$ cat src/rtl/ni_rx_dma.sv
// Receive-side DMA: takes flits from the router's local port and writes each packet
// (header first, then payload) into the shared RAM through port B.
module ni_rx_dma #(
  parameter int MEMORY_BUS_WIDTH = 32,
  parameter int ADDR_WIDTH       = 16,
  parameter int LEN_WIDTH        = 16
) (
  input  logic                        clock,
  input  logic                        reset,
  input  logic                        arm,
  input  logic [ADDR_WIDTH-1:0]       base_addr,
  input  logic [LEN_WIDTH:0]          capacity,
  input  logic [MEMORY_BUS_WIDTH-1:0] rx_data,
  input  logic                        rx_valid,
  output logic                        rx_ready,
  output logic [ADDR_WIDTH-1:0]       mem_addr,
  output logic [MEMORY_BUS_WIDTH-1:0] mem_data,
  output logic [3:0]                  mem_wb,
  output logic                        busy,
  output logic                        done,
  output logic                        overflow,
  output logic [LEN_WIDTH:0]          words_stored
);

  typedef enum logic [1:0] {IDLE, HEADER, PAYLOAD, FINISH} state_e;

  localparam logic [LEN_WIDTH-1:0] LenOne   = LEN_WIDTH'(1);
  localparam logic [LEN_WIDTH:0]   WordsOne = (LEN_WIDTH + 1)'(1);

  state_e                        state_q, state_d;
  logic [ADDR_WIDTH-1:0]         base_q, base_d;
  logic [LEN_WIDTH:0]            cap_q, cap_d;
  logic [LEN_WIDTH-1:0]          len_q, len_d;
  logic [LEN_WIDTH-1:0]          k_q, k_d;
  logic [ADDR_WIDTH-1:0]         addr_q, addr_d;
  logic [MEMORY_BUS_WIDTH-1:0]   data_q, data_d;
  logic [3:0]                    wb_q, wb_d;
  logic                          ovf_q, ovf_d;
  logic [LEN_WIDTH:0]            words_q, words_d;
  logic [LEN_WIDTH-1:0]          kNext;

  always_ff @(posedge clock) begin
    if (!reset) begin
      state_q <= IDLE;
      base_q  <= '0;
      cap_q   <= '0;
      len_q   <= '0;
      k_q     <= '0;
      addr_q  <= '0;
      data_q  <= '0;
      wb_q    <= '0;
      ovf_q   <= 1'b0;
      words_q <= '0;
    end else begin
      state_q <= state_d;
      base_q  <= base_d;
      cap_q   <= cap_d;
      len_q   <= len_d;
      k_q     <= k_d;
      addr_q  <= addr_d;
      data_q  <= data_d;
      wb_q    <= wb_d;
      ovf_q   <= ovf_d;
      words_q <= words_d;
    end
  end

  // Flits beyond the buffer are still consumed so the router never stalls; they just don't write.
  always_comb begin
    state_d = state_q;
    base_d  = base_q;
    cap_d   = cap_q;
    len_d   = len_q;
    k_d     = k_q;
    addr_d  = addr_q;
    data_d  = data_q;
    wb_d    = 4'h0;
    ovf_d   = ovf_q;
    words_d = words_q;
    kNext   = k_q + LenOne;
    case (state_q)
      IDLE: begin
        if (arm) begin
          base_d  = base_addr;
          cap_d   = capacity;
          ovf_d   = 1'b0;
          words_d = '0;
          k_d     = '0;
          state_d = HEADER;
        end
      end
      HEADER: begin
        if (rx_valid) begin
          len_d = rx_data[LEN_WIDTH-1:0];
          k_d   = '0;
          if (cap_q != '0) begin
            addr_d  = base_q;
            data_d  = rx_data;
            wb_d    = 4'hF;
            words_d = WordsOne;
          end else begin
            ovf_d   = 1'b1;
            words_d = '0;
          end
          state_d = (rx_data[LEN_WIDTH-1:0] == '0) ? FINISH : PAYLOAD;
        end
      end
      PAYLOAD: begin
        if (rx_valid) begin
          k_d = kNext;
          if ({1'b0, kNext} < cap_q) begin
            addr_d  = base_q + ADDR_WIDTH'(kNext);
            data_d  = rx_data;
            wb_d    = 4'hF;
            words_d = words_q + WordsOne;
          end else begin
            ovf_d = 1'b1;
          end
          if (kNext == len_q) state_d = FINISH;
        end
      end
      FINISH: state_d = IDLE;
      default: state_d = IDLE;
    endcase
  end

  assign rx_ready     = (state_q == HEADER) || (state_q == PAYLOAD);
  assign busy         = (state_q != IDLE);
  assign done         = (state_q == FINISH);
  assign mem_addr     = addr_q;
  assign mem_data     = data_q;
  assign mem_wb       = wb_q;
  assign overflow     = ovf_q;
  assign words_stored = words_q;

endmodule

$ cat config.mk
export PLATFORM = sky130hd
export DESIGN_NAME = ni_rx_dma
export DESIGN_NICKNAME = d
export VERILOG_FILES = /design/src/rtl/ni_rx_dma.sv
export SDC_FILE = /design/constraint.sdc
export NUM_CORES = 1
export LEC_CHECK = 0
export CELL_PAD_IN_SITES_DETAIL_PLACEMENT = 2
export CELL_PAD_IN_SITES_GLOBAL_PLACEMENT = 2
export CORE_AREA = 5 5 161 163
export CTS_BUF_LIST = sky130_fd_sc_hd__clkbuf_8
export DETAILED_ROUTE_END_ITERATION = 8
export DIE_AREA = 0 0 166 168
export PLACE_DENSITY_LB_ADDON = 0.05
export SYNTH_ARGS = -nofsm -noshare
export SYNTH_HDL_FRONTEND = slang
export SYNTH_SLANG_ARGS = --single-unit
$ cat constraint.sdc
create_clock -name clock -period 4.7 [get_ports clock]
set_input_delay 0.47 -clock clock [delete_from_list [all_inputs] [get_ports clock]]
set_output_delay 0.47 -clock clock [all_outputs]
set_load 0.005 [all_outputs]
==> impl_metrics.env <==
export IMPL_post_cts_buffers=0
export IMPL_area_growth_synth_to_final_pct=28.12
export IMPL_ys_seq_elements=134
export IMPL_dr_pass1_iters=4
export IMPL_power_per_cell_area_nw_per_um2=398.2
export IMPL_r2r_start="k_q[1]$_SDFFE_PN0P_"
export IMPL_setup_viol=0
export IMPL_clock_skew_ps=18.20
export IMPL_syn_num_nets=1077
export IMPL_track_usage=0.1968
export IMPL_portBuffers=141
export IMPL_crit_path_end_kind="flop"
export IMPL_cts_buffers=17
export IMPL_max_cap_violations=0
export IMPL_setup_slack_ps=385.3
export IMPL_rows=57
export IMPL_root_buffer="clkbuf_8"
export IMPL_synth_top_cell_area_share=0.3612
export IMPL_clkTransAtPathRegs_ps=100
export IMPL_clock_sinks=134
export IMPL_wl_um=27350
export IMPL_min_from="mem_data[1]$_SDFFE_PN0P_"
export IMPL_hold_depth=2
export IMPL_synthesis_instances=970
export IMPL_rsz0062_at_grt="no"
export IMPL_die_area_um2=27890
export IMPL_p_leak_uw=0.003492
export IMPL_synth_top_family_by_area="simple AND/OR/NAND/NOR gates"
export IMPL_clk_latency_ps=460
export IMPL_ant_nets=0
export IMPL_antenna_found_initial=0
export IMPL_fin_area_um2=9514
export IMPL_vias=7361
export IMPL_placed_cell_area_um2=9120
export IMPL_htreeDepth=4
export IMPL_gp_congestion=0.7814
export IMPL_drive_gt1_frac=0.06758
export IMPL_synthAdderAreaFrac=0.06504
export IMPL_synth_most_common_cell="nand2_1"
export IMPL_fin_setup_tns_ps=0
export IMPL_yosysUniqueCellTypes=72
export IMPL_finalHoldViolCount=0
export IMPL_drcViolationCount=0
export IMPL_grt_pass1_vias=7928
export IMPL_vias_per_cell=5.187
export IMPL_crit_path_start_kind="flop"
export IMPL_ys_flop_type="dfxtp_1"
export IMPL_yosysSeqAreaShare=0.3612
export IMPL_overflow=0
export IMPL_synth_compound_area_frac=0.1956
export IMPL_slew_viol_final=0
export IMPL_multi_input_area_um2=4339
export IMPL_max_freq_mhz=231.8
export IMPL_min_to="mem_data[1]$_SDFFE_PN0P_"
export IMPL_ys_warn_count=0
export IMPL_synth_edff_count=0
export IMPL_critical_path_class="reg -> reg"
export IMPL_min_period_ps=4315
export IMPL_worst_slew_pin_slew_ps=1150
export IMPL_r2r_setup_slack_ps=390
export IMPL_yosysTopAreaCell="dfxtp_1"
export IMPL_ir_drop_uv=149.1
export IMPL_crit_required_ps=5090
export IMPL_yosys_top_cells_count="nand2_1, a21oi_1, dfxtp_1, nor2_1, clkbuf_1"
export IMPL_r2r_cells=12
export IMPL_synth_async_reset_ratio=0
export IMPL_seqCellArea_um2=2683
export IMPL_status="complete, no violations"
export IMPL_die_h_um=168
export IMPL_r2r_end="words_stored[12]$_SDFFE_PN0P_"
export IMPL_critPathLaunch="k_q[1]$_SDFFE_PN0P_"
export IMPL_mappedNetlistArea_um2=7426
export IMPL_nNetsFinal=1189
export IMPL_drtIter0Drc=351
export IMPL_period_share=0.9180
export IMPL_num_antenna_cells=0
export IMPL_cts_tree="built"
export IMPL_clockBufferDepth=2
export IMPL_arrival_ps=4700
export IMPL_synth_area_leaders="dfxtp_1, nand2_1, a21oi_1, ha_1, nor2_1"
export IMPL_core_um2=24180
export IMPL_grt_pass1_wl_um=44640
export IMPL_pre_cts_ws_ps=380.7
export IMPL_synthXorXnorAreaFrac=0.05055
export IMPL_hpwl_um=20500
export IMPL_postSynthAreaPerCell_um2=7.656
export IMPL_avgRoutedWirePerCell_um=19.27
export IMPL_initial_core_util=0.3071
export IMPL_final_core_util=0.3935
export IMPL_relSlewSlack=0.2332
export IMPL_cp_max_fo=15
export IMPL_synth_simple_area_share=0.2561
export IMPL_die_w_um=166
export IMPL_fillers=2830
export IMPL_grt_max_degree=52
export IMPL_hold_path_class="reg -> reg"
export IMPL_synthMuxAreaShare=0.01516
export IMPL_power_uw=3789
export IMPL_ios=142
## cells by family after synthesis
| kind of cell | Yosys count |
|---|---|
| compound gates | 248 |
| xor+xnor | 35 |
| fa+ha+maj | 38 |
| buf+inv | 96 |
| flops | 134 |
| mux | 11 |
| simple gates | 408 |
## critical path: stages (launching register included)
cell and delay, ps:
dfxtp_1 430, ha_1 280, nand3_1 260, or4_1 700, xnor2_1 310, ha_1 340
nand4_1 110, and3_1 170, o221ai_1 130, o211a_1 320, or3_4 500, or4_1 520
a21oi_1 160
## registers in the layout, summed over array words and instances (netlist names)
signal,count
mem_data,32
len_q,16
cap_q,17
mem_addr,16
state_q,2
base_q,16
mem_wb,1
k_q,16
overflow,1
words_stored,17
## cell usage in the layout, fill, tap and decap left out, drive strengths merged, types with 11 or more instances in the layout
master and instances:
nand3 26, nor2 62, clkbuf 18, buf 18
inv 37, and3 11, nand2 212, a211oi 14
nand4 13, o21ai 42, xnor2 22, ha 37
or3 15, nor3 20, clkdlybuf4s50 141, dfxtp 134
a21oi 137
## repair_timing
action,CTS,global route
hold buffers,0,0
setup endpoints to repair,0,1
resized for setup,0,1
## where the power goes
| part | switching (uW) | internal (uW) | total [uW] |
|---|---|---|---|
| sequential | 143 | 1310 | 1450 |
| combinational | 755 | 577 | 1330 |
| clock | 554 | 448 | 1000 |
| total | 1450 | 2340 | 3790 |
## metrics by stage
step                      hold slack [ps]  instances
final                               460.8       1419
after global routing                490.0       1419
after CTS                           467.4       1419
after detailed placement            453.1       1387
after global placement              440.1       1387
after floorplan                     444.3        970
## final cells by class
cell class / count / share of cell area
clock buffer: 18 / 0.02604
clock inverter: 14 / 0.01473
inverter: 30 / 0.01210
multi-input combinational: 740 / 0.4561
sequential: 134 / 0.2820
tap: 324 / 0.04261
timing repair buffer: 159 / 0.1665
## how the worst max path moves through the flow
stage,slack (ps),endpoint
after floorplan,960,words_stored[14]$_SDFFE_PN0P_
after global placement,550,words_stored[12]$_SDFFE_PN0P_
after detailed placement,380,words_stored[12]$_SDFFE_PN0P_
after CTS,370,words_stored[12]$_SDFFE_PN0P_
after global routing,90,words_stored[12]$_SDFFE_PN0P_
final,390,words_stored[12]$_SDFFE_PN0P_
## routing by layer
metal	wire [um]	global-route usage	vias to the layer above	share of wire
li1	-	-	3605	-
met1	13080	0.2657	3587	0.48
met2	12510	0.3205	153	0.46
met3	1406	0.04900	16	0.051
met4	354	0.04232	0	0.013
met5	0	0	-	0
Note: power is estimated with default switching activity, not from simulation.
